File: src/rtl/mem_port_arbiter_pkg.sv
// Shared types and defaults for the instruction/data memory port arbiter.
package mem_port_arbiter_pkg;

  localparam int DEFAULT_AW = 32;
  localparam int DEFAULT_DW = 32;

  // Who owns the access currently in flight toward the memory.
  typedef enum logic [1:0] {
    OWN_NONE  = 2'd0,
    OWN_FETCH = 2'd1,
    OWN_DLD   = 2'd2,
    OWN_DST   = 2'd3
  } owner_e;

endpackage

File: src/rtl/mem_port_arbiter_if.sv
// Bundle of fetch, data and memory-side signals around the memory port arbiter.
interface mem_port_arbiter_if #(
  parameter int AW = mem_port_arbiter_pkg::DEFAULT_AW,
  parameter int DW = mem_port_arbiter_pkg::DEFAULT_DW
);
  logic          if_req;
  logic [AW-1:0] if_addr;
  logic          if_gnt;
  logic          if_rvalid;
  logic [DW-1:0] if_rdata;

  logic            d_req;
  logic            d_we;
  logic [DW/8-1:0] d_be;
  logic [AW-1:0]   d_addr;
  logic [DW-1:0]   d_wdata;
  logic            d_gnt;
  logic            d_rvalid;
  logic [DW-1:0]   d_rdata;

  logic            m_en;
  logic            m_we;
  logic [DW/8-1:0] m_be;
  logic [AW-1:0]   m_addr;
  logic [DW-1:0]   m_wdata;
  logic [DW-1:0]   m_rdata;

  // Arbiter side.
  modport slave (
    input  if_req, if_addr, d_req, d_we, d_be, d_addr, d_wdata, m_rdata,
    output if_gnt, if_rvalid, if_rdata, d_gnt, d_rvalid, d_rdata,
    output m_en, m_we, m_be, m_addr, m_wdata
  );

  // Core pipeline plus memory side.
  modport master (
    output if_req, if_addr, d_req, d_we, d_be, d_addr, d_wdata, m_rdata,
    input  if_gnt, if_rvalid, if_rdata, d_gnt, d_rvalid, d_rdata,
    input  m_en, m_we, m_be, m_addr, m_wdata
  );
endinterface

File: src/rtl/mem_port_arbiter_arb_fixed_fair.sv
// Data-priority grant logic with a bounded data streak so a waiting fetch is
// never starved for more than MAX_DATA_BURST contended cycles.
module arb_fixed_fair #(
  parameter int MAX_DATA_BURST = 4
) (
  input  logic clk,
  input  logic rst,
  input  logic if_req,
  input  logic d_req,
  output logic if_gnt,
  output logic d_gnt
);

  localparam int SW = $clog2(MAX_DATA_BURST + 1);
  localparam logic [SW-1:0] STREAK_MAX = SW'(MAX_DATA_BURST);

  logic [SW-1:0] streak_q, streak_d;

  // NOTE: every output of this block is assigned a default first, so no path
  // leaves a signal unassigned and no latch is inferred.
  always_comb begin
    if_gnt   = 1'b0;
    d_gnt    = 1'b0;
    streak_d = streak_q;

    if (!rst) begin
      d_gnt  = d_req && !(if_req && (streak_q == STREAK_MAX));
      if_gnt = if_req && !d_gnt;
    end

    // The streak only measures how long a fetch has been kept waiting.
    if (!if_req || if_gnt) begin
      streak_d = '0;
    end else if (d_gnt && (streak_q != STREAK_MAX)) begin
      streak_d = streak_q + 1'b1;
    end
  end

  // NOTE: state flops use non-blocking assignments so every register samples
  // the values from before the edge, independent of process ordering.
  always_ff @(posedge clk or posedge rst) begin
    if (rst) begin
      streak_q <= '0;
    end else begin
      streak_q <= streak_d;
    end
  end

endmodule

File: src/rtl/mem_port_arbiter.sv
// Shares one single-port memory between instruction fetch and load/store, and
// steers the 1-cycle-latency read data back to whichever requester owns it.
module mem_port_arbiter
  import mem_port_arbiter_pkg::*;
#(
  parameter int AW             = DEFAULT_AW,
  parameter int DW             = DEFAULT_DW,
  parameter int MAX_DATA_BURST = 4
) (
  input logic               clk,
  input logic               rst,
  mem_port_arbiter_if.slave bus
);

  logic   if_gnt, d_gnt;
  owner_e owner_q, owner_d;

  arb_fixed_fair #(
    .MAX_DATA_BURST(MAX_DATA_BURST)
  ) u_arb (
    .clk   (clk),
    .rst   (rst),
    .if_req(bus.if_req),
    .d_req (bus.d_req),
    .if_gnt(if_gnt),
    .d_gnt (d_gnt)
  );

  assign bus.if_gnt = if_gnt;
  assign bus.d_gnt  = d_gnt;

  // The memory port follows the winner in the same cycle; idle fields read 0.
  always_comb begin
    bus.m_en    = if_gnt | d_gnt;
    bus.m_we    = 1'b0;
    bus.m_be    = '0;
    bus.m_addr  = '0;
    bus.m_wdata = '0;
    owner_d     = OWN_NONE;

    if (d_gnt) begin
      bus.m_we    = bus.d_we;
      bus.m_be    = bus.d_we ? bus.d_be : '1;
      bus.m_addr  = bus.d_addr;
      bus.m_wdata = bus.d_wdata;
      owner_d     = bus.d_we ? OWN_DST : OWN_DLD;
    end else if (if_gnt) begin
      bus.m_be   = '1;
      bus.m_addr = bus.if_addr;
      owner_d    = OWN_FETCH;
    end
  end

  // Reset clears the owner, which drops any access already in flight.
  always_ff @(posedge clk or posedge rst) begin
    if (rst) begin
      owner_q <= OWN_NONE;
    end else begin
      owner_q <= owner_d;
    end
  end

  assign bus.if_rvalid = (owner_q == OWN_FETCH);
  assign bus.d_rvalid  = (owner_q == OWN_DLD) || (owner_q == OWN_DST);
  assign bus.if_rdata  = (owner_q == OWN_FETCH) ? bus.m_rdata : '0;
  assign bus.d_rdata   = (owner_q == OWN_DLD)   ? bus.m_rdata : '0;

endmodule

File: src/flat_wrapper.sv
// flat-port wrapper written by rule: the top's interface ports become plain ports
module mem_port_arbiter_flat import mem_port_arbiter_pkg::*;
#(
  parameter int AW             = DEFAULT_AW,
  parameter int DW             = DEFAULT_DW,
  parameter int MAX_DATA_BURST = 4
)
  (clk, rst, bus_if_req, bus_if_addr, bus_d_req, bus_d_we, bus_d_be, bus_d_addr, bus_d_wdata, bus_m_rdata, bus_if_gnt, bus_if_rvalid, bus_if_rdata, bus_d_gnt, bus_d_rvalid, bus_d_rdata, bus_m_en, bus_m_we, bus_m_be, bus_m_addr, bus_m_wdata);
  mem_port_arbiter_if #(.AW(AW), .DW(DW)) bus_i ();
  input logic clk;
  input logic rst;
  input wire logic [$bits(bus_i.if_req)-1:0] bus_if_req;
  input wire logic [$bits(bus_i.if_addr)-1:0] bus_if_addr;
  input wire logic [$bits(bus_i.d_req)-1:0] bus_d_req;
  input wire logic [$bits(bus_i.d_we)-1:0] bus_d_we;
  input wire logic [$bits(bus_i.d_be)-1:0] bus_d_be;
  input wire logic [$bits(bus_i.d_addr)-1:0] bus_d_addr;
  input wire logic [$bits(bus_i.d_wdata)-1:0] bus_d_wdata;
  input wire logic [$bits(bus_i.m_rdata)-1:0] bus_m_rdata;
  output wire logic [$bits(bus_i.if_gnt)-1:0] bus_if_gnt;
  output wire logic [$bits(bus_i.if_rvalid)-1:0] bus_if_rvalid;
  output wire logic [$bits(bus_i.if_rdata)-1:0] bus_if_rdata;
  output wire logic [$bits(bus_i.d_gnt)-1:0] bus_d_gnt;
  output wire logic [$bits(bus_i.d_rvalid)-1:0] bus_d_rvalid;
  output wire logic [$bits(bus_i.d_rdata)-1:0] bus_d_rdata;
  output wire logic [$bits(bus_i.m_en)-1:0] bus_m_en;
  output wire logic [$bits(bus_i.m_we)-1:0] bus_m_we;
  output wire logic [$bits(bus_i.m_be)-1:0] bus_m_be;
  output wire logic [$bits(bus_i.m_addr)-1:0] bus_m_addr;
  output wire logic [$bits(bus_i.m_wdata)-1:0] bus_m_wdata;
  assign bus_i.if_req = bus_if_req;
  assign bus_i.if_addr = bus_if_addr;
  assign bus_i.d_req = bus_d_req;
  assign bus_i.d_we = bus_d_we;
  assign bus_i.d_be = bus_d_be;
  assign bus_i.d_addr = bus_d_addr;
  assign bus_i.d_wdata = bus_d_wdata;
  assign bus_i.m_rdata = bus_m_rdata;
  assign bus_if_gnt = bus_i.if_gnt;
  assign bus_if_rvalid = bus_i.if_rvalid;
  assign bus_if_rdata = bus_i.if_rdata;
  assign bus_d_gnt = bus_i.d_gnt;
  assign bus_d_rvalid = bus_i.d_rvalid;
  assign bus_d_rdata = bus_i.d_rdata;
  assign bus_m_en = bus_i.m_en;
  assign bus_m_we = bus_i.m_we;
  assign bus_m_be = bus_i.m_be;
  assign bus_m_addr = bus_i.m_addr;
  assign bus_m_wdata = bus_i.m_wdata;
  mem_port_arbiter #(.AW(AW), .DW(DW), .MAX_DATA_BURST(MAX_DATA_BURST)) u_core (.clk(clk), .rst(rst), .bus(bus_i));
endmodule
File: config.mk
export PLATFORM = sky130hd
export DESIGN_NAME = mem_port_arbiter_flat
export DESIGN_NICKNAME = d
export VERILOG_FILES = /design/src/rtl/mem_port_arbiter_pkg.sv /design/src/rtl/mem_port_arbiter_if.sv /design/src/rtl/mem_port_arbiter_arb_fixed_fair.sv /design/src/rtl/mem_port_arbiter.sv /design/src/flat_wrapper.sv
export SDC_FILE = /design/constraint.sdc
export NUM_CORES = 1
export LEC_CHECK = 0
export BUFFER_PORTS_ARGS = -buffer_cell sky130_fd_sc_hd__buf_2
export CAP_MARGIN = 25
export CORE_AREA = 2 2 108 110
export DETAILED_ROUTE_END_ITERATION = 7
export DIE_AREA = 0 0 110 112
export GPL_TIMING_DRIVEN = 0
export MAX_ROUTING_LAYER = met4
export PLACE_DENSITY = 0.53
export SYNTH_ARGS = -nofsm -noshare
export SYNTH_HDL_FRONTEND = slang
export SYNTH_HIERARCHICAL = 1
export SYNTH_SLANG_ARGS = --single-unit
File: constraint.sdc
create_clock -name clk -period 2 [get_ports clk]
set_clock_uncertainty 0.15 [all_clocks]
set_input_delay 0.3 -clock clk [delete_from_list [all_inputs] [get_ports clk]]
set_output_delay 0.3 -clock clk [all_outputs]
set_load 0.05 [all_outputs]
# ---- Word level (Yosys, flattened, before mapping)
# Index checks and enable logic that the tools add are counted.
dict set report word_totals {
  register_bits 5
  in_bits 137
  out_inout_bits 138
  elab_cells 35
}
dict set report op_classes {
  n_addsub 1
  eq_ne 5
  muxes 16
  n_bitwise 1
  n_reduce_logical 10
}
# cell n
set op_table {}
lappend op_table {{two-way mux 32 bit} 5}
lappend op_table {{two-way mux 4 bit} 3}
lappend op_table {{two-way mux 3 bit} 2}
lappend op_table {{two-way mux 1 bit} 5}
lappend op_table {{== test 2 bit (second input constant)} 2}
lappend op_table {{logical AND 1 bit} 4}
lappend op_table {{adder 3 x 1 -> 3 bit (second input constant)} 1}
lappend op_table {{== test 3 bit (second input constant)} 1}
lappend op_table {{zero test 1 bit} 3}
lappend op_table {{!= test 3 bit (second input constant)} 1}
lappend op_table {{== test 2 x 1 -> 1 bit (second input constant)} 1}
lappend op_table {{logical OR 1 bit} 2}
lappend op_table {{two-way mux 2 bit} 1}
lappend op_table {{nonzero test 2 bit} 1}
lappend op_table {{OR 1 bit} 1}

# ---- Logic depth before layout (Yosys ltp)
# Gate-level depths: netlist of the first run.
dict set report logic_depth {
  word_depth 9
  ltp_mapped 8
}

# ---- Cells and area by module
# The synthesis of the first run kept the hierarchy.
# mod n_inst cells_per_inst area_per_inst_um2
set modules_own_cells {}
lappend modules_own_cells {mem_port_arbiter 1 161 1129.8}
lappend modules_own_cells {arb_fixed_fair 1 23 205.2}

# ---- Worst setup path before layout of the first run
# OpenSTA, ideal clock, no wires.
dict set report synth_timing {
  kind {reg-to-output}
  startpoint {reg u_core.u_arb.streak_q[0]}
  endpoint {out bus_m_be[0]}
  arrival_time_ns 2.504
  slack_ns -0.954
  stages_incl_launch_ff 8
  path_cell_list {dfrtp_1 -> inv_1 -> ha_1 -> nand2_1 -> a21oi_1 -> or2_1 -> buf_2 -> o21a_1}
}
dict set report synth_between {
  elab_chain_cells 9
  word_cells_on_any_way 10
  cone_classes {eq/ne: 1; mux: 4; reduce/logical: 5}
}
# item line_no
set synth_lines {}
lappend synth_lines {{from (decl)} mem_port_arbiter_arb_fixed_fair.sv:17} ;# logic [SW-1:0] streak_q, streak_d;
lappend synth_lines {{from (signal assigned)} mem_port_arbiter_arb_fixed_fair.sv:45} ;# streak_q <= streak_d;
lappend synth_lines {{== test 3 bit} mem_port_arbiter_arb_fixed_fair.sv:27} ;# d_gnt = d_req && !(if_req && (streak_q == STREAK_MAX));
lappend synth_lines {{logical AND 1 bit} mem_port_arbiter_arb_fixed_fair.sv:27}
lappend synth_lines {{zero test 1 bit} mem_port_arbiter_arb_fixed_fair.sv:27}
lappend synth_lines {{logical AND 1 bit} mem_port_arbiter_arb_fixed_fair.sv:27}
lappend synth_lines {{zero test 1 bit} mem_port_arbiter_arb_fixed_fair.sv:28} ;# if_gnt = if_req && !d_gnt;
lappend synth_lines {{logical AND 1 bit} mem_port_arbiter_arb_fixed_fair.sv:28}
lappend synth_lines {{two-way mux 1 bit} mem_port_arbiter_arb_fixed_fair.sv:26} ;# if (!rst) begin
lappend synth_lines {{named net bus_if_gnt} flat_wrapper.sv:20} ;# output wire logic [$bits(bus_i.if_gnt)-1:0] bus_if_gnt;
lappend synth_lines {{two-way mux 4 bit} mem_port_arbiter.sv:47} ;# end else if (if_gnt) begin
lappend synth_lines {{two-way mux 4 bit} mem_port_arbiter.sv:41} ;# if (d_gnt) begin
lappend synth_lines {{to (decl)} flat_wrapper.sv:28} ;# output wire logic [$bits(bus_i.m_be)-1:0] bus_m_be;
# The timed path passes the listed nets, and every way through them passes these cells.

# ---- Final worst setup path of the first run
dict set report layout_timing {
  startpoint {reg u_core.u_arb.streak_q[0]}
  endpoint {out bus_m_addr[27]}
}
dict set report layout_between {
  elab_chain_cells 9
  word_cells_on_any_way 10
  cone_classes {eq/ne: 1; mux: 4; reduce/logical: 5}
}
# item line_no
set layout_lines {}
lappend layout_lines {{== test 3 bit *} mem_port_arbiter_arb_fixed_fair.sv:27}
lappend layout_lines {{logical AND 1 bit *} mem_port_arbiter_arb_fixed_fair.sv:27}
lappend layout_lines {{zero test 1 bit *} mem_port_arbiter_arb_fixed_fair.sv:27}
lappend layout_lines {{logical AND 1 bit *} mem_port_arbiter_arb_fixed_fair.sv:27}
lappend layout_lines {{zero test 1 bit} mem_port_arbiter_arb_fixed_fair.sv:28}
lappend layout_lines {{logical AND 1 bit} mem_port_arbiter_arb_fixed_fair.sv:28}
lappend layout_lines {{two-way mux 1 bit} mem_port_arbiter_arb_fixed_fair.sv:26}
lappend layout_lines {{two-way mux 32 bit} mem_port_arbiter.sv:47}
lappend layout_lines {{two-way mux 32 bit *} mem_port_arbiter.sv:41}
lappend layout_lines {{to (decl)} flat_wrapper.sv:29} ;# output wire logic [$bits(bus_i.m_addr)-1:0] bus_m_addr;
# Mark *: on every way between the ends. The rest lies on a longest branch, timed or not.

==> results of run 1 <==
==> per-stage QoR <==
step	worst slack (ns)	cell area, sq um	util, %	hold slack, ns
after global routing	-0.358	4030	36.1	0.237
after global placement	-0.210	3340	29.9	0.0488
final	-0.288	4030	36.1	0.232
after CTS	-0.307	3930	35.2	0.222
after floorplan	-0.148	1790	-	-0.109
after detailed placement	-0.221	3340	29.9	0.0485
==> synth_stat cells (3+ instances only) <==
library cell,n,area (sq um)
dfrtp_1,5,125
o21a_1,4,30.0
and2_1,96,601
a22o_1,32,280
inv_1,5,18.8
clkbuf_1,3,11.3
buf_2,10,50.1
nand2_1,5,18.8
buf_6,4,45.0
==> final timing paths <==
path,slack (ns),endpoint,cells past startpoint,start
worst max-delay path,-0.29,bus_m_addr[27],8,u_core/u_arb/streak_q[0]$_DFFE_PP0P_
worst min-delay path,0.23,u_core/u_arb/streak_q[2]$_DFFE_PP0P_,2,bus_if_req
worst max register to register,0.32,u_core/owner_q[0]$_DFF_PP0_,8,u_core/u_arb/streak_q[0]$_DFFE_PP0P_
worst min register to register,0.51,u_core/u_arb/streak_q[2]$_DFFE_PP0P_,2,u_core/u_arb/streak_q[2]$_DFFE_PP0P_
max in group asynchronous,1.03,u_core/u_arb/streak_q[1]$_DFFE_PP0P_,3,rst
min in group asynchronous,0.34,u_core/owner_q[0]$_DFF_PP0_,3,rst
==> where the power goes <==
group | leakage, nW | total [mW] | switching, mW | internal [mW]
sequential | 0.0672 | 0.109 | 0.00316 | 0.106
combinational | 2.17 | 1.14 | 0.684 | 0.455
clock | 0.0382 | 0.329 | 0.0653 | 0.264
==> worst reg2reg max path: cells and delay by family (launching register included) <==
family | cells | cell delay, ns
buffers and inverters | 3 | 0.35
adders and majority gates | 1 | 0.17
AOI/OAI and AO/OA | 1 | 0.18
and+or+nand+nor | 3 | 0.36
DFF | 1 | 0.35
==> final cells by class <==
class / count / area (sq um)
fillers: 1149 / 7140
repair buffers: 281 / 1940
multi-input cells: 155 / 1510
plain buffers: 19 / 184
well taps: 143 / 179
flip-flops and latches: 5 / 125
clock buffers: 4 / 78.8
inverters: 5 / 22.5
==> routing by layer <==
| layer | vias up | part of all wire [%] | track usage, % |
|---|---|---|---|
| li1 | 1183 | - | - |
| met1 | 1058 | 35 | 11.7 |
| met2 | 149 | 55 | 21.4 |
| met3 | 10 | 9.0 | 1.52 |
| met4 | 0 | 1.2 | 2.03 |
| met5 | - | 0 | - |
==> kinds of logic (layout without fill, tap and decap cells) <==
kind of cell / Yosys count / count (layout) / synth area share (%)
flops: 5 / 5 / 9.37
compound gates: 42 / 42 / 26.2
buf+inv: 24 / 309 / 10.5
simple gates: 111 / 111 / 52.0
fa+ha+maj: 2 / 2 / 1.87
==> what timing repair did <==
action                                 in CTS  in global routing
resized for setup                         148                 25
pin swaps                                   1                  1
endpoints found under the hold margin       5                  0
setup endpoints to repair                  70                103
hold buffers                                2                  0
buffers inserted                            3                  2
==> sequential cells by signal, indices dropped and copies added, names as in the netlist <==
| register | flops |
|---|---|
| u_core/owner_q | 2 |
| u_core/u_arb/streak_q | 3 |
==> results_dict.tcl, run 1 <==
set metrics [dict create \
    status "finished, violations left" \
    failed_checks "negative setup slack" \
    initial_core_util_pct 11.9 \
    slowest_stage "dfrtp_1" \
    max_freq_mhz 437 \
    cts_max_path_buffers 2 \
    ys_seq_area_share_pct 9.37 \
    crit_type "reg -> out" \
    critPathTopFamily "buffers and inverters" \
    syn-num-nets 323 \
    die_area_sq_um 12300 \
    finalWirelength_um 7390 \
    cts_tree "yes" \
    max_stage_delay_ns 0.38 \
    ir_drop_uv 338 \
    crit_path_frequent_cell "buf_6" \
    insertion_delay_ns 0.23 \
    die_x_um 110 \
    dp_hpwl_um 6200 \
    io_buffer_count 274 \
    synth-seq-cells 5 \
    syn_to_final_growth_pct 202 \
    htreeDepth 1 \
    diodes 0 \
    ys.warnings.count 6 \
    place_congestion 0.704 \
    clkTransAtPathRegs_ns 0.03 \
    start_kind "flop" \
    num_vias 2400 \
    coreArea_sq_um 11200 \
    antenna_found_initial 0 \
    final_cell_mix "buf_2 (192), buf_6 (67), and2_1 (64)" \
    path_buf_inv 4 \
    drv_cap 0 \
    power_mw 1.58 \
    grt-ovfl-total 0 \
    power_density_nw_per_um2 391 \
    grt_pass1_wl_um 10600 \
    synth_area_per_cell_sq_um 7.26 \
    async_flop_share_pct 100 \
    layout-drive-gt1-share_pct 81.0 \
    required_ns 1.55 \
    worstPathArrival_ns 1.84 \
    rows 39 \
    nets 609 \
    end_kind "primary output" \
    cts-root-buf "clkbuf_16" \
    worst_pin_slew_ns 0.266 \
    leakagePower_nw 2.27 \
    setup-violations-final 70 \
    die_h_um 112 \
    period_minus_slack_ns 2.29 \
    wl_per_cell_um 12.1 \
    drv_slew 0 \
    grt_pass1_vias 2343 \
    drc_errors 0 \
    finalNonFillerCells 612 \
    layout_commonest_cell "buf_2" \
    dp_cells 601 \
    grtUsageTotal_pct 11.1 \
    synth_edf_count 0 \
    slew_headroom_pct 82.2 \
    crit_fanout 10 \
    post-route-period-util_pct 114 \
    drt-initial-drc-count 31 \
    grt_max_degree 11 \
    synth_cells 184 \
    synthFlopType "dfrtp_1" \
    vias_per_cell 3.92 \
    cts_buffers 3 \
    grt_setup_unrepaired "true" \
    hp-class "in -> reg" \
    cp_cell_sequence "inv_2, ha_4, nand3_2, and3_4, buf_8, buf_6, a22o_4, buf_6" \
    first_pass_iters 2 \
    yosysUniqueCellTypes 25 \
    syn_area_sq_um 1340 \
    setup_ws_ns -0.288 \
    clock-sinks 5 \
    io_pins 275 \
    drt.antenna.violating_nets 0 \
    final_hold_viol_count 0 \
    fin_tns_setup_ns -16.71 \
]
Power figures use the tool's default switching activity.
==> run 2, diff against run 1 <==
--- a/config.mk
+++ b/config.mk
@@ -5,14 +5,17 @@
 export SDC_FILE = /design/constraint.sdc
 export NUM_CORES = 1
 export LEC_CHECK = 0
+export ABC_CLOCK_PERIOD_IN_PS = 2000
 export BUFFER_PORTS_ARGS = -buffer_cell sky130_fd_sc_hd__buf_2
 export CAP_MARGIN = 25
+export CELL_PAD_IN_SITES_DETAIL_PLACEMENT = 0
+export CELL_PAD_IN_SITES_GLOBAL_PLACEMENT = 1
 export CORE_AREA = 2 2 108 110
 export DETAILED_ROUTE_END_ITERATION = 7
 export DIE_AREA = 0 0 110 112
 export GPL_TIMING_DRIVEN = 0
 export MAX_ROUTING_LAYER = met4
-export PLACE_DENSITY = 0.53
+export PLACE_DENSITY = 0.83
 export SYNTH_ARGS = -nofsm -noshare
 export SYNTH_HDL_FRONTEND = slang
 export SYNTH_HIERARCHICAL = 1
==> results_dict.tcl, run 2 (synthesis gave the netlist of run 1 again) <==
set metrics [dict create \
    status "finished, violations left" \
    failed_checks "negative setup slack" \
    grt_setup_unrepaired "true" \
    grt_pass1_vias 2503 \
    cts_tree "yes" \
    antenna_found_initial 2 \
    setup-violations-final 70 \
    drv_slew 0 \
    final_util_pct 37.6 \
    wl_met3_um 793 \
    die_area_sq_um 12300 \
    insertion_delay_ns 0.22 \
    setup_ws_ns -0.309 \
    cts-root-buf "clkbuf_16" \
    die_h_um 112 \
    htreeDepth 1 \
    first_pass_iters 4 \
    max_freq_mhz 433 \
    worstSetupStartpoint "u_core/u_arb/streak_q[1]$_DFFE_PP0P_" \
    finalNonFillerCells 617 \
    nets 612 \
    drt-initial-drc-count 36 \
    fin_tns_setup_ns -15.95 \
    worstPathArrival_ns 1.86 \
    dr.max_layer_used "met4" \
    crit_type "reg -> out" \
    leakagePower_nw 2.35 \
    clock-sinks 5 \
    final_cell_mix "buf_2 (195), and2_1 (64), buf_8 (42)" \
    wl_met1_um 2780 \
    power_density_nw_per_um2 386 \
    drv_cap 0 \
    wl_met2_um 4830 \
    hp-class "in -> reg" \
    top_register "u_core/u_arb/streak_q" \
    grt-ovfl-total 0 \
    layout-drive-gt1-share_pct 81.4 \
    largest_reg_flops 3 \
    slew_headroom_pct 82.3 \
    io_buffer_count 274 \
    min_from "bus_if_req" \
    initial_core_util_pct 11.9 \
    clkTransAtPathRegs_ns 0.03 \
    final_area_sq_um 4200 \
    fin_hold_ws_ns 0.230 \
    num_vias 2467 \
    wl_per_cell_um 13.7 \
    drt.antenna.violating_nets 0 \
    dpl_cell_area_sq_um 3340 \
    regToRegStartpoint "u_core/u_arb/streak_q[1]$_DFFE_PP0P_" \
    finalWirelength_um 8450 \
    vias_per_cell 4.00 \
    cts_max_path_buffers 2 \
    grt_max_degree 11 \
    hold_depth 2 \
    io_pins 275 \
    coreArea_sq_um 11200 \
    reg_top3 "u_core/u_arb/streak_q (3), u_core/owner_q (2)" \
    dp_cells 601 \
    crit_fanout 10 \
    syn_to_final_growth_pct 215 \
    period_minus_slack_ns 2.31 \
    layout_commonest_cell "buf_2" \
    rows 39 \
    grt_pass1_wl_um 11700 \
    place_congestion 0.767 \
    start_kind "flop" \
    post-route-period-util_pct 115 \
    pre_cts_ws_ns -0.281 \
    r2r_cells 8 \
    final_hold_viol_count 0 \
    power_mw 1.62 \
    die_x_um 110 \
    dp_hpwl_um 6940 \
    grtUsageTotal_pct 12.4 \
    drc_errors 0 \
    cts_buffers 3 \
    end_kind "primary output" \
    worst_pin_slew_ns 0.266 \
    required_ns 1.55 \
    ir_drop_uv 313 \
]
==> run 2: changes by cell type in the layout (fill, tap and decap cells not counted), sizes merged <==
cell | previous run | this run
diode | 0 | 2
clkbuf | 25 | 21
buf | 277 | 284
==> run 2: timing repair <==
| action | CTS | global route |
|---|---|---|
| resized for setup | 155 | 58 |
| cloned | 0 | 0 |
| setup buffers | 5 | 3 |
| setup endpoints to repair | 81 | 108 |
| hold endpoints to repair | 5 | 0 |
| hold buffers | 2 | 0 |
| pin swaps | 1 | 2 |
==> run 2: area by class of cell <==
type | count | area, sq um
fill | 1085 | 6970
timing repair buffer | 284 | 2070
multi-input combinational | 155 | 1520
buffer | 19 | 206
tap | 143 | 179
sequential | 5 | 125
clock buffer | 4 | 78.8
inverter | 5 | 22.5
antenna | 2 | 5.00
==> run 2: metal layers <==
| layer | track usage (%) | up-vias |
|---|---|---|
| met4 | 2.28 | 0 |
| li1 | - | 1196 |
| met5 | - | - |
| met3 | 1.52 | 4 |
| met1 | 12.2 | 1101 |
| met2 | 25.3 | 166 |
==> run 2: path summary, 6_finish.rpt <==
path                                                   endpoint  slack, ns
max reg2reg                         u_core/owner_q[0]$_DFF_PP0_       0.30
min in group asynchronous           u_core/owner_q[1]$_DFF_PP0_       0.35
max in group asynchronous  u_core/u_arb/streak_q[1]$_DFFE_PP0P_       1.03
min                        u_core/u_arb/streak_q[2]$_DFFE_PP0P_       0.23
min reg2reg                u_core/u_arb/streak_q[2]$_DFFE_PP0P_       0.51
max                                              bus_m_addr[28]      -0.31
==> run 2: power by group <==
| part | leakage, nW | total (mW) | switching, mW | internal (mW) |
|---|---|---|---|---|
| logic | 2.25 | 1.19 | 0.703 | 0.486 |
| clock network | 0.0382 | 0.325 | 0.0614 | 0.264 |
| registers | 0.0672 | 0.109 | 0.00301 | 0.106 |
==> run 2: worst max-delay path: stages (launching register included) <==
cell	delay (ns)
dfrtp_1	0.36
inv_2	0.05
ha_4	0.17
nand3_2	0.06
and3_4	0.26
nor2b_4	0.06
buf_6	0.13
buf_12	0.14
a22o_4	0.23
buf_8	0.15
==> run 3, diff against run 2 <==
--- a/config.mk
+++ b/config.mk
@@ -15,7 +15,7 @@
 export DIE_AREA = 0 0 110 112
 export GPL_TIMING_DRIVEN = 0
 export MAX_ROUTING_LAYER = met4
-export PLACE_DENSITY = 0.83
+export PLACE_DENSITY = 0.8
 export SYNTH_ARGS = -nofsm -noshare
 export SYNTH_HDL_FRONTEND = slang
 export SYNTH_HIERARCHICAL = 1
==> results_dict.tcl, run 3 (synthesis gave the netlist of run 1 again) <==
set metrics [dict create \
    leakagePower_nw 2.32 \
    drv_slew 0 \
    r2r_cells 8 \
    die_h_um 112 \
    max_freq_mhz 431 \
    grt_pass1_vias 2463 \
    die_area_sq_um 12300 \
    final_hold_viol_count 0 \
    drc_errors 0 \
    grt_max_degree 11 \
    fillCellCount 1120 \
    cts_tree "yes" \
    end_kind "primary output" \
    min_from "bus_if_req" \
    drt-initial-drc-count 45 \
    vias_per_cell 4.04 \
    cp_cell_sequence "inv_2, ha_4, nand3_2, and3_4, nor2b_4, buf_6, buf_12, a22o_4, buf_8" \
    drt.antenna.violating_nets 0 \
    power_density_nw_per_um2 390 \
    diodes 0 \
    failed_checks "negative setup slack" \
    clock-sinks 5 \
    antenna_found_initial 1 \
    drv_cap 0 \
    ir_drop_uv 234 \
    insertion_delay_ns 0.23 \
    grt_pass1_wl_um 12200 \
    layout-drive-gt1-share_pct 81.2 \
    finalWirelength_um 8490 \
    rows 39 \
    io_buffer_count 274 \
    grtUsageTotal_pct 13.0 \
    setup_ws_ns -0.321 \
    critPathTopFamily "buffers and inverters" \
    dp_hpwl_um 6740 \
    regToRegStartpoint "u_core/u_arb/streak_q[1]$_DFFE_PP0P_" \
    max_stage_delay_ns 0.36 \
    worstPathArrival_ns 1.87 \
    nets 614 \
    final_area_sq_um 4170 \
    period_minus_slack_ns 2.32 \
    whs_endpoint "u_core/u_arb/streak_q[0]$_DFFE_PP0P_" \
    worst_pin_slew_ns 0.255 \
    place_congestion 0.805 \
    pre_cts_ws_ns -0.236 \
    die_x_um 110 \
    path_buf_inv 4 \
    reg_top3 "u_core/u_arb/streak_q (3), u_core/owner_q (2)" \
    first_pass_iters 4 \
    syn_to_final_growth_pct 212 \
    dpl_cell_area_sq_um 3340 \
    final_cell_mix "buf_2 (183), and2_1 (64), buf_6 (56)" \
    hp-class "in -> reg" \
    top_register "u_core/u_arb/streak_q" \
    post-route-period-util_pct 116 \
    slowest_stage "dfrtp_1" \
    fin_hold_ws_ns 0.223 \
    final_util_pct 37.3 \
    clkTransAtPathRegs_ns 0.04 \
    cts-root-buf "clkbuf_16" \
    cts_buffers 3 \
    initial_core_util_pct 11.9 \
    r2r-end "u_core/owner_q[0]$_DFF_PP0_" \
    wl_per_cell_um 13.8 \
    start_kind "flop" \
    io_pins 275 \
    slew_headroom_pct 83.0 \
    grt_setup_unrepaired "true" \
    required_ns 1.55 \
    htreeDepth 1 \
    grt-ovfl-total 0 \
    crit_type "reg -> out" \
    cts_max_path_buffers 2 \
    num_vias 2493 \
    coreArea_sq_um 11200 \
    hold_depth 2 \
    setup-violations-final 70 \
    status "finished, violations left" \
    crit_fanout 10 \
    layout_commonest_cell "buf_2" \
    setup.reg_to_reg.worst_slack_ns 0.31 \
    largest_reg_flops 3 \
    power_mw 1.63 \
]
-- run 3: cell types whose count changed in the layout (fill, tap and decap cells not counted), moves of 2 or more --
cell,previous run,this run
buf_2,195,183
a22o_2,0,2
buf_8,42,21
a22o_4,32,30
buf_6,35,56
clkbuf_4,16,28
diode_2,2,0
-- run 3: metrics by stage --
stage / instances / TNS (ns)
after floorplan: 184 / -4.66
after CTS: 613 / -16.11
after global routing: 617 / -20.98
after global placement: 601 / -9.70
final: 617 / -17.05
after detailed placement: 601 / -12.11
-- run 3: cell type report --
type / instances / area, sq um / share of cell area [%]
Multi-Input combinational cell: 155 / 1510 / 36.3
Timing Repair Buffer: 286 / 2050 / 49.2
Tap cell: 143 / 179 / 4.29
Buffer: 19 / 199 / 4.77
Sequential cell: 5 / 125 / 3.00
Inverter: 5 / 22.5 / 0.540
Clock buffer: 4 / 78.8 / 1.89
-- run 3: worst max-delay path by stage --
stage | from | to | slack [ns] | cells after the start
detailed placement | rst | bus_m_addr[24] | -0.24 | 9
global route | u_core/u_arb/streak_q[1]$_DFFE_PP0P_ | bus_m_addr[24] | -0.37 | 9
CTS | u_core/u_arb/streak_q[1]$_DFFE_PP0P_ | bus_m_addr[24] | -0.30 | 8
global placement | rst | bus_m_addr[24] | -0.20 | 9
finish | u_core/u_arb/streak_q[1]$_DFFE_PP0P_ | bus_m_addr[24] | -0.32 | 9
floorplan | u_core/u_arb/streak_q[1]$_DFFE_PP0P_ | bus_m_addr[10] | -0.15 | 8
-- run 3: routing by layer --
layer,vias to the layer above,GRT usage (%),wire (um)
li1,1198,-,-
met1,1151,14.2,3090
met2,138,24.7,4720
met3,6,1.41,618
met4,0,2.36,49
met5,-,-,0
-- run 3: repair_timing --
| item | 4_1_cts | 5_1_grt |
|---|---|---|
| resized for setup | 165 | 38 |
| hold buffers | 2 | 0 |
| setup buffers | 6 | 4 |
| hold endpoints to repair | 5 | 0 |
| setup endpoints to repair | 70 | 117 |
| pin swaps | 1 | 2 |
-- run 3: report_power, final --
group          switching, mW  internal, mW
Combinational          0.701         0.480
Sequential           0.00286         0.106
Clock                 0.0739         0.265
Total                  0.778         0.850
